$ cat config.mk
export PLATFORM = sky130hd
export DESIGN_NAME = opc5ls_intc
export DESIGN_NICKNAME = d
export VERILOG_FILES = /design/src/rtl/opc5ls_intc.sv
export SDC_FILE = /design/constraint.sdc
export NUM_CORES = 1
export LEC_CHECK = 0
export ABC_AREA = 1
export BUFFER_PORTS_ARGS = -buffer_cell sky130_fd_sc_hd__buf_2
export CORE_MARGIN = 4
export CORE_UTILIZATION = 35
export DETAILED_ROUTE_END_ITERATION = 6
export PLACE_DENSITY_LB_ADDON = 0.2
export SLEW_MARGIN = 30
export SYNTH_ARGS = -nofsm -noshare
export SYNTH_HDL_FRONTEND = slang
export SYNTH_SLANG_ARGS = --single-unit
$ cat constraint.sdc
create_clock -name clk -period 1.4 [get_ports clk]
set_input_delay 0.07 -clock clk [delete_from_list [all_inputs] [get_ports clk]]
set_output_delay 0.07 -clock clk [all_outputs]
set_load 0.1 [all_outputs]
$ cat src/rtl/opc5ls_intc.sv
// Memory-mapped interrupt controller for the OPC5LS CPU: synchronises NSRC
// request lines, latches them as edge or level pending bits and drives int_b.
module opc5ls_intc #(
    parameter logic [15:0] BASE = 16'hFE00,
    parameter int          NSRC = 8
) (
    input  logic            clk,
    input  logic            reset_b,
    input  logic [15:0]     address,
    input  logic [15:0]     wdata,
    input  logic            rnw,
    input  logic [NSRC-1:0] irq,
    output logic [15:0]     rdata,
    output logic            sel,
    output logic            int_b
);

    logic [NSRC-1:0] r_s1;
    logic [NSRC-1:0] r_s2;
    logic [NSRC-1:0] r_s3;
    logic [NSRC-1:0] r_pend;
    logic [NSRC-1:0] r_enable;
    logic [NSRC-1:0] r_edge;
    logic            r_int_b;

    logic            w_wr;
    logic [2:0]      w_off;
    logic [NSRC-1:0] w_wbits;
    logic [NSRC-1:0] w_clr;
    logic [NSRC-1:0] w_set;
    logic [NSRC-1:0] w_rise;
    logic [NSRC-1:0] w_pend_nxt;
    logic [NSRC-1:0] w_active;
    logic [15:0]     w_vector;
    logic            w_unused;

    assign sel     = (address[15:3] == BASE[15:3]);
    assign w_off   = address[2:0];
    assign w_wr    = sel & ~rnw;
    assign w_wbits = wdata[NSRC-1:0];
    assign w_clr   = (w_wr && w_off == 3'd2) ? w_wbits : '0;
    assign w_set   = (w_wr && w_off == 3'd5) ? w_wbits : '0;
    assign w_rise  = r_s2 & ~r_s3;

    // Edge sources hold until cleared (a same-cycle edge or SET wins);
    // level sources simply follow the synchronised request.
    assign w_pend_nxt = (r_edge & (w_rise | w_set | (r_pend & ~w_clr)))
                      | (~r_edge & r_s2);
    assign w_active   = r_pend & r_enable;
    assign int_b      = r_int_b;
    assign w_unused   = &{1'b0, wdata};

    always_ff @(posedge clk or negedge reset_b) begin
        if (!reset_b) begin
            r_s1 <= '0;
            r_s2 <= '0;
            r_s3 <= '0;
        end else begin
            r_s1 <= irq;
            r_s2 <= r_s1;
            r_s3 <= r_s2;
        end
    end

    always_ff @(posedge clk or negedge reset_b) begin
        if (!reset_b) begin
            r_pend   <= '0;
            r_enable <= '0;
            r_edge   <= '0;
            r_int_b  <= 1'b1;
        end else begin
            r_pend  <= w_pend_nxt;
            r_int_b <= ~(|w_active);
            if (w_wr && w_off == 3'd1) begin
                r_enable <= w_wbits;
            end
            if (w_wr && w_off == 3'd3) begin
                r_edge <= w_wbits;
            end
        end
    end

    // Lowest-numbered active source wins; bit 15 flags "nothing pending".
    always_comb begin
        w_vector = 16'h8000;
        for (int i = NSRC - 1; i >= 0; i--) begin
            if (w_active[i]) begin
                w_vector = {12'h000, i[3:0]};
            end
        end
    end

    always_comb begin
        rdata = 16'h0000;
        if (sel) begin
            case (w_off)
                3'd0:    rdata = 16'(r_pend);
                3'd1:    rdata = 16'(r_enable);
                3'd3:    rdata = 16'(r_edge);
                3'd4:    rdata = w_vector;
                default: rdata = 16'h0000;
            endcase
        end
    end

endmodule

==> impl_metrics.json, run 1 <==
{
  "drv_slew": 0,
  "core_sq_um": 6490,
  "drv_cap": 0,
  "row_count": 29,
  "synth-seq-cells": 49,
  "syn_inst": 265,
  "vdd_drop_max_v": 0.000418,
  "drive_gt1_share_pct": 44.0,
  "syn_area_per_cell_sq_um": 9.03,
  "die_h_um": 90.7,
  "async_reset_ff_share_pct": 100,
  "grt_pass1_wl_mm": 9.38,
  "hold_violations": 0,
  "cts_buffer_depth": 2,
  "wirelength_mm": 5.64,
  "rsz0062_at_grt": "true",
  "gp_congestion": 0.774,
  "yosys_warnings": 0,
  "crit_required_ns": 1.33,
  "leakage_nw": 1.65,
  "fin_area_sq_um": 3420,
  "status": "finished with violations",
  "first_pass_iters": 4,
  "power.total_mw": 2.66,
  "fp.dieArea_sq_um": 8220,
  "n_antenna_cell": 0,
  "worstSetupPathType": "register to output pin",
  "fin_ws_ns": -0.258,
  "numClockSinks": 49,
  "clk_pin_slew_ns": 0.09,
  "worst_pin_slew_ns": 0.584,
  "die_x_um": 90.7,
  "vias": 2041,
  "grtUsageTotal_pct": 14.4,
  "avgRoutedWirePerCell_um": 13.2,
  "via_per_inst": 4.78,
  "power_density_nw_per_um2": 777,
  "setup_viol": 5,
  "synthesis.area_sq_um": 2390,
  "synth.distinct_cells": 28,
  "grt_max_degree": 50,
  "hold_path.class": "input port to register",
  "slew_headroom_pct": 60.9,
  "numCtsBuffers": 5,
  "ys_seq_area_share_pct": 51.3,
  "ys.flop_type": "dfrtp_1",
  "antenna_found_initial": 0,
  "path_max_fanout": 3,
  "violations": "setup timing",
  "port_buffers": 45,
  "grt_pass1_vias": 1949,
  "layout_commonest_cell": "nand2_1",
  "worstSkewPairLatency_ns": 0.30,
  "final_cell_mix": "nand2_1, dfrtp_1, buf_2, inv_1, buf_4",
  "boundaryPins": 61,
  "synth_edf_count": 0,
  "syn_to_final_growth_pct": 43.1,
  "tritoncts": "built",
  "crit_path_end_kind": "output pin",
  "detailedRoute.firstIterationViolations": 99,
  "overflow": 0,
  "fin_crit_ns": 1.66,
  "dpl-instance-area_sq_um": 3040,
  "crit_arrival_ns": 1.59,
  "htreeDepth": 2,
  "start_kind": "register",
  "fill_cells": 608,
  "drc": 0,
  "cts-root-buf": "clkbuf_8",
  "fmax_mhz": 603,
  "period_share_pct": 118,
  "start_util_pct": 36.8,
  "postRouteAntennaNets": 0,
  "hpwl_mm": 3.83,
  "finalNetCount": 392,
  "skew_ns": 0.00677
}
registers in the layout (all words and copies together) (netlist names):
signal and cells:
r_s3 8, r_edge 8, r_s1 8, int_b 1, r_pend 8, r_s2 8
r_enable 8
cell families after synthesis:
| group | share of synthesized area, % |
|---|---|
| AND/OR/NAND/NOR | 25.3 |
| flip-flops | 51.3 |
| AO/OA/AOI/OAI | 13.8 |
| buffers and inverters | 9.41 |
| other | 0.157 |
final cells by class:
cell class / instances / area, sq um / area share [%]
clock buffers: 8 / 90.1 / 2.63
inverters: 36 / 143 / 4.17
multi-input cells: 175 / 1180 / 34.4
flip-flops and latches: 49 / 1230 / 35.9
well taps: 77 / 96.3 / 2.81
repair buffers: 82 / 688 / 20.1
report_power, final:
part | switching, mW | total (mW) | internal, mW
logic | 0.230 | 0.336 | 0.106
clock network | 0.438 | 0.841 | 0.403
registers | 0.0221 | 1.48 | 1.46
total | 0.689 | 2.66 | 1.97
worst max-delay path, stage by stage, from the launching register on:
cell     delay, ns
dfrtp_1       0.42
nand2_1       0.11
nand2_1       0.06
nor2_1        0.13
inv_2         0.08
nor4b_4       0.27
buf_12        0.21
through the flow:
step           setup TNS (ns)  hold WS (ns)  util [%]  setup WS, ns  std cells
2_1_floorplan           -1.95        -0.226         -        -0.475        271
3_3_place_gp          -0.0674        0.0803      46.9       -0.0370        396
3_5_place_dp           -0.131        0.0791      46.9       -0.0460        396
4_1_cts                 -1.09        0.0715      51.2        -0.289        421
5_1_grt                 -1.52        0.0713      52.7        -0.374        427
6_report               -0.962        0.0807      52.7        -0.258        427
Yosys cell counts (all sizes together), types with 2 or more instances:
cell type   n  area [sq um]
nand2      77           314
a21boi      7          52.6
inv        36           135
nor2       19          96.3
o21ai      19           159
buf        10          86.3
nand3       4          25.0
nand4      16           100
a31oi       7          43.8
a21oi      12          60.1
nor3        3          42.5
a22oi       2          15.0
dfrtp      48          1200
metal layers:
metal	vias to the layer above	global-route usage [%]	share of wire [%]	routed length, um
li1	1014	-	-	-
met1	941	18.2	42	2360
met2	72	23.0	48	2690
met3	14	3.92	7.6	430
met4	0	6.12	2.9	166
met5	-	0	0	0
worst paths after layout:
| check | depth (start not counted) | from | end | slack [ns] |
|---|---|---|---|---|
| setup / recovery | 6 | r_pend[7] | rdata[15] | -0.26 |
| max in group asynchronous | 3 | reset_b | int_b | 0.85 |
| min in group asynchronous | 3 | reset_b | r_pend[7] | 0.28 |
| hold reg to reg | 0 | r_s1[2] | r_s2[2] | 0.34 |
| hold / removal | 3 | wdata[2] | r_enable[2] | 0.08 |
| setup reg to reg | 5 | r_pend[7] | int_b | 0.44 |
timing repair:
action                     CTS  global route
pin swaps                    6            13
setup endpoints to repair    6             9
resized for setup           14            16
hold buffers                 9             0
buffers inserted             8             8
hold endpoints to repair    56             0
Power figures use the tool's default switching activity.
==> inputs of run 2 (changes only) <==
--- a/config.mk
+++ b/config.mk
@@ -8,7 +8,7 @@
 export ABC_AREA = 1
 export BUFFER_PORTS_ARGS = -buffer_cell sky130_fd_sc_hd__buf_2
 export CORE_MARGIN = 4
-export CORE_UTILIZATION = 35
+export CORE_UTILIZATION = 50
 export DETAILED_ROUTE_END_ITERATION = 6
 export PLACE_DENSITY_LB_ADDON = 0.2
 export SLEW_MARGIN = 30
==> run 2 against run 1 <==
The run still ends with setup timing left. Global-route usage up 6.0 points. Via count up 1.5%. Register-to-register slack worse by 0.08 ns. Total power down 1.2%. Hold slack worse by 0.0017 ns. Worst setup slack worse by 0.032 ns. Count of clock-buffer cells in the layout down 2. Critical endpoint is now rdata[0]. Largest power group unchanged.
==> impl_metrics.json, run 2 (synthesis results as in run 1) <==
{
  "status": "finished with violations",
  "violations": "setup timing",
  "row_count": 24,
  "die_x_um": 77.2,
  "final_cell_mix": "nand2_1, dfrtp_1, buf_2, inv_1, buf_4",
  "whs_endpoint": "r_enable[0]",
  "final_util_pct": 74.6,
  "core_sq_um": 4500,
  "worstSkewPairLatency_ns": 0.30,
  "period_share_pct": 121,
  "clk_pin_slew_ns": 0.09,
  "antenna_found_initial": 0,
  "start_kind": "register",
  "cts-root-buf": "clkbuf_8",
  "syn_to_final_growth_pct": 40.5,
  "first_pass_iters": 4,
  "port_buffers": 45,
  "grt_max_degree": 32,
  "tritoncts": "built",
  "grt_pass1_vias": 2083,
  "crit_path_end_kind": "output pin",
  "start_util_pct": 53.1,
  "avgRoutedWirePerCell_um": 14.5,
  "hold_violations": 0,
  "whs_path_depth": 3,
  "fmax_mhz": 592,
  "leakage_nw": 1.64,
  "dpl-instance-area_sq_um": 3020,
  "gp_congestion": 0.807,
  "worstSetupPathType": "register to output pin",
  "rsz0062_at_grt": "true",
  "vias": 2072,
  "detailedRoute.firstIterationViolations": 86,
  "hold_path.class": "input port to register",
  "layout_commonest_cell": "nand2_1",
  "drv_cap": 0,
  "crit_required_ns": 1.33,
  "via_per_inst": 5.19,
  "fill_cells": 328,
  "n_antenna_cell": 0,
  "reg2regPathDepth": 6,
  "cts_buffer_depth": 2,
  "htreeDepth": 2,
  "hpwl_mm": 3.84,
  "fin_crit_ns": 1.69,
  "power_density_nw_per_um2": 781,
  "fin_area_sq_um": 3360,
  "min_from": "wdata[0]",
  "reg2reg_slack_ns": 0.36,
  "numCtsBuffers": 5,
  "drc": 0,
  "fin_ws_ns": -0.289,
  "setup_viol": 6,
  "die_h_um": 77.2,
  "boundaryPins": 61,
  "wirelength_mm": 5.79,
  "reg2reg_to": "int_b",
  "drv_slew": 0,
  "crit_arrival_ns": 1.62,
  "skew_ns": 0.0105,
  "grt_pass1_wl_mm": 9.54,
  "fp.dieArea_sq_um": 5960,
  "finalNetCount": 389,
  "grtUsageTotal_pct": 20.4,
  "vdd_drop_max_v": 0.000689,
  "overflow": 0,
  "reg2reg_from": "r_enable[4]",
  "path_max_fanout": 3,
  "numClockSinks": 49,
  "postRouteAntennaNets": 0,
  "drive_gt1_share_pct": 42.4
}
## run 2: cell types whose count changed in the layout (fill, tap and decap cells not counted), sizes merged
cell | previous run | this run
clkinv | 0 | 2
buf | 73 | 70
clkbuf | 8 | 6
## run 2: critical path: stages, from the launching register on
cell and delay [ns]:
dfrtp_1 0.41, nand2_2 0.10, nand3_1 0.08, nand2_1 0.07, nand2_1 0.06, nand2_1 0.07, nand2_1 0.05, nand2_1 0.07
nand2_2 0.06, a21oi_4 0.15, buf_12 0.19
## run 2: final cells by class
| class | instances | area [sq um] | share of cell area (%) |
|---|---|---|---|
| flip-flops and latches | 49 | 1230 | 36.5 |
| multi-input cells | 175 | 1170 | 34.7 |
| repair buffers | 79 | 682 | 20.3 |
| inverters | 36 | 138 | 4.09 |
| clock buffers | 6 | 72.6 | 2.16 |
| well taps | 52 | 65.1 | 1.94 |
| clock inverters | 2 | 10.0 | 0.298 |
## run 2: power by group
group          leakage [nW]  switching (mW)  internal, mW
logic                 0.985           0.227         0.105
registers             0.607          0.0253          1.46
clock network        0.0450           0.461         0.347
total                  1.64           0.714          1.91
## run 2: worst max path at each step
| stage | startpoint | endpoint | slack, ns | depth (start not counted) |
|---|---|---|---|---|
| finish | r_pend[6] | rdata[0] | -0.29 | 10 |
| global route | r_pend[6] | rdata[0] | -0.41 | 10 |
| CTS | r_pend[7] | rdata[15] | -0.27 | 6 |
| detailed placement | r_pend[0] | rdata[2] | 0.03 | 6 |
| global placement | r_pend[0] | rdata[2] | 0.05 | 6 |
| floorplan | address[12] | rdata[15] | -0.47 | 6 |
## run 2: metal layers
metal  vias up  global-route usage, %  share of wire [%]
met1       982                   25.5                 41
li1       1009                      -                  -
met4         0                   9.07                1.8
met2        70                   33.8                 52
met5         -                      0                  0
met3        11                   4.33                6.0
## run 2: per-stage QoR
step | setup slack [ns] | cells | hold slack (ns) | setup TNS [ns] | total power, mW
final | -0.289 | 399 | 0.0791 | -1.14 | 2.63
after global routing | -0.411 | 399 | 0.0713 | -1.71 | 2.75
after CTS | -0.268 | 395 | 0.0680 | -1.01 | 2.63
after detailed placement | 0.0310 | 370 | 0.0438 | 0 | 1.81
after global placement | 0.0535 | 370 | 0.0417 | 0 | 1.80
after floorplan | -0.475 | 271 | -0.226 | -1.95 | 1.68
## run 2: what timing repair did
action	in CTS	in global routing
hold buffers	9	0
buffers inserted	8	5
hold endpoints to repair	25	0
endpoints found under the setup margin	4	9
pin swaps	9	7
resized for setup	11	13
==> inputs of run 3 (changes only) <==
--- a/config.mk
+++ b/config.mk
@@ -5,11 +5,11 @@
 export SDC_FILE = /design/constraint.sdc
 export NUM_CORES = 1
 export LEC_CHECK = 0
-export ABC_AREA = 1
 export BUFFER_PORTS_ARGS = -buffer_cell sky130_fd_sc_hd__buf_2
 export CORE_MARGIN = 4
 export CORE_UTILIZATION = 50
 export DETAILED_ROUTE_END_ITERATION = 6
+export MAX_ROUTING_LAYER = met4
 export PLACE_DENSITY_LB_ADDON = 0.2
 export SLEW_MARGIN = 30
 export SYNTH_ARGS = -nofsm -noshare
==> run 3 against run 2 <==
The flow still finishes with violations (setup timing). Total power rose by 6.2%. Maximum frequency is 7.0% lower. Non-clock buffer count up 11. Critical path type unchanged. Critical endpoint is now rdata[2]. Largest cell class unchanged.
==> impl_metrics.json, run 3 <==
{
  "path_max_fanout": 4,
  "first_pass_iters": 4,
  "dpl-instance-area_sq_um": 2930,
  "vdd_drop_max_v": 0.000960,
  "htreeDepth": 2,
  "final_cell_mix": "dfrtp_1, buf_2, buf_4, nor2_1, mux2_2",
  "numClockSinks": 49,
  "via_per_inst": 5.39,
  "fin_area_sq_um": 3310,
  "rsz0062_at_grt": "true",
  "avgRoutedWirePerCell_um": 16.1,
  "die_x_um": 74.5,
  "layout_commonest_cell": "dfrtp_1",
  "start_kind": "register",
  "grtUsageTotal_pct": 22.0,
  "drv_cap": 0,
  "start_util_pct": 53.4,
  "crit_arrival_ns": 1.75,
  "core_sq_um": 4140,
  "synth.distinct_cells": 37,
  "violations": "setup timing",
  "wirelength_mm": 5.48,
  "synthesis.area_sq_um": 2210,
  "port_buffers": 45,
  "yosysTopAreaCell": "dfrtp_1",
  "synth_area_leaders": "dfrtp_1, mux2_2, nor2_1, a221oi_1, o221ai_1",
  "status": "finished with violations",
  "grt_pass1_vias": 1912,
  "worstSetupPathType": "register to output pin",
  "row_count": 23,
  "setup_viol": 25,
  "detailedRoute.firstIterationViolations": 94,
  "syn_area_per_cell_sq_um": 11.1,
  "crit_path_end_kind": "output pin",
  "numCtsBuffers": 5,
  "tritoncts": "built",
  "critPathTopFamily": "simple AND/OR/NAND/NOR gates",
  "async_reset_ff_share_pct": 100,
  "gp_congestion": 0.815,
  "fin_crit_ns": 1.82,
  "fmax_mhz": 551,
  "drc": 0,
  "leakage_nw": 1.57,
  "boundaryPins": 61,
  "crit_chain": "nand2_2 -> nor3b_4 -> buf_6 -> nand4_1 -> o21a_1 -> nor2_4 -> buf_12",
  "grt_pass1_wl_mm": 8.76,
  "hold-worst-slack_ns": 0.0520,
  "antenna_found_initial": 0,
  "n_antenna_cell": 0,
  "crit_required_ns": 1.33,
  "power_density_nw_per_um2": 843,
  "setup_tns_ns": -2.74,
  "cts_buffer_depth": 2,
  "grt_max_degree": 36,
  "cts-root-buf": "clkbuf_8",
  "synth_common_cells": "dfrtp_1, nor2_1, inv_1, mux2_2, nand2_1",
  "netlist.area_leader.share_pct": 54.3,
  "critPathSlowestCell": "dfrtp_1",
  "worstSkewPairLatency_ns": 0.30,
  "syn_to_final_growth_pct": 49.5,
  "drive_gt1_share_pct": 49.1,
  "hpwl_mm": 3.81,
  "cpPeakStageDelay_ns": 0.43,
  "syn_inst": 199,
  "fin_ws_ns": -0.416,
  "hold_violations": 0,
  "yosys_warnings": 0,
  "ys_seq_area_share_pct": 55.5,
  "yosysMostFrequentCell": "dfrtp_1",
  "postRouteAntennaNets": 0,
  "vias": 1839,
  "overflow": 0,
  "clk_pin_slew_ns": 0.08,
  "drv_slew": 0,
  "finalNetCount": 334,
  "synth-seq-cells": 49,
  "period_share_pct": 130,
  "skew_ns": 0.00257,
  "cp_num_buf_inv": 2,
  "fp.dieArea_sq_um": 5560,
  "ys.flop_type": "dfrtp_1",
  "die_h_um": 74.5,
  "synth_edf_count": 0,
  "hold_path.class": "input port to register"
}
-- run 3: changes by cell type in the layout (fill, tap and decap cells not counted), moves of 7 or more --
| cell | delta |
|---|---|
| a21boi_0 | -7 |
| a21oi_1 | -8 |
| a221oi_1 | +8 |
| a31oi_4 | -7 |
| buf_4 | +7 |
| inv_1 | -11 |
| inv_2 | -7 |
| mux2_2 | +18 |
| nand2_1 | -48 |
| nand2_2 | -13 |
| nand4_1 | -15 |
| nor2_1 | +13 |
| o21ai_2 | -16 |
| o221ai_1 | +8 |
-- run 3: cell families after synthesis --
kind of cell / after synthesis / share of synthesized area [%]
simple gates: 61 / 14.6
flops: 49 / 55.5
compound gates: 35 / 11.6
buf+inv: 29 / 6.33
mux: 24 / 11.9
other cells: 1 / 0.169
-- run 3: cell type report --
cell class	count	area, sq um
Fill cell	249	836
Tap cell	50	62.6
Multi-Input combinational cell	127	1070
Inverter	18	71.3
Clock buffer	5	68.8
Sequential cell	49	1230
Timing Repair Buffer	90	771
Clock inverter	2	35.0
-- run 3: per-layer routing --
metal	track usage (%)	part of all wire, %	up-vias
met5	-	0	-
met3	4.59	7.3	14
met2	36.2	49	68
li1	-	-	864
met4	9.29	3.2	0
met1	26.1	40	893
-- run 3: metrics by stage --
step	power (mW)	instances	setup WS, ns	util (%)
final	2.79	341	-0.416	79.8
after CTS	2.79	337	-0.347	78.1
after global routing	2.90	341	-0.496	79.8
after global placement	1.81	315	-0.149	70.7
after floorplan	1.68	205	-0.545	-
after detailed placement	1.82	315	-0.221	70.7
-- run 3: worst register-to-register path: stages (launching register included) --
cell	delay, ns
dfrtp_1	0.42
nand2_2	0.08
buf_4	0.14
buf_4	0.13
nand3_2	0.07
nor2_4	0.05
buf_4	0.12
buf_4	0.12
buf_4	0.11
-- run 3: worst paths after layout --
check                           startpoint         to  slack, ns  cells past startpoint
worst min-delay path              wdata[4]  r_edge[4]       0.05                      2
worst min register to register     r_s1[6]    r_s2[6]       0.35                      0
worst max-delay path             r_pend[0]   rdata[2]      -0.42                      7
worst max register to register   r_pend[0]      int_b       0.10                      8
max in group asynchronous          reset_b      int_b       0.61                      3
min in group asynchronous          reset_b    r_s2[0]       0.22                      2
-- run 3: where the power goes --
part	internal, mW	switching (mW)	total (mW)
clock network	0.519	0.442	0.961
registers	1.46	0.0264	1.49
logic	0.120	0.221	0.341
total	2.10	0.689	2.79
-- run 3: timing repair --
| item | in CTS | in global routing |
|---|---|---|
| resized for setup | 16 | 10 |
| pin swaps | 11 | 14 |
| buffers inserted | 6 | 6 |
| endpoints found under the hold margin | 22 | 0 |
| setup endpoints to repair | 9 | 25 |
| hold buffers | 9 | 0 |
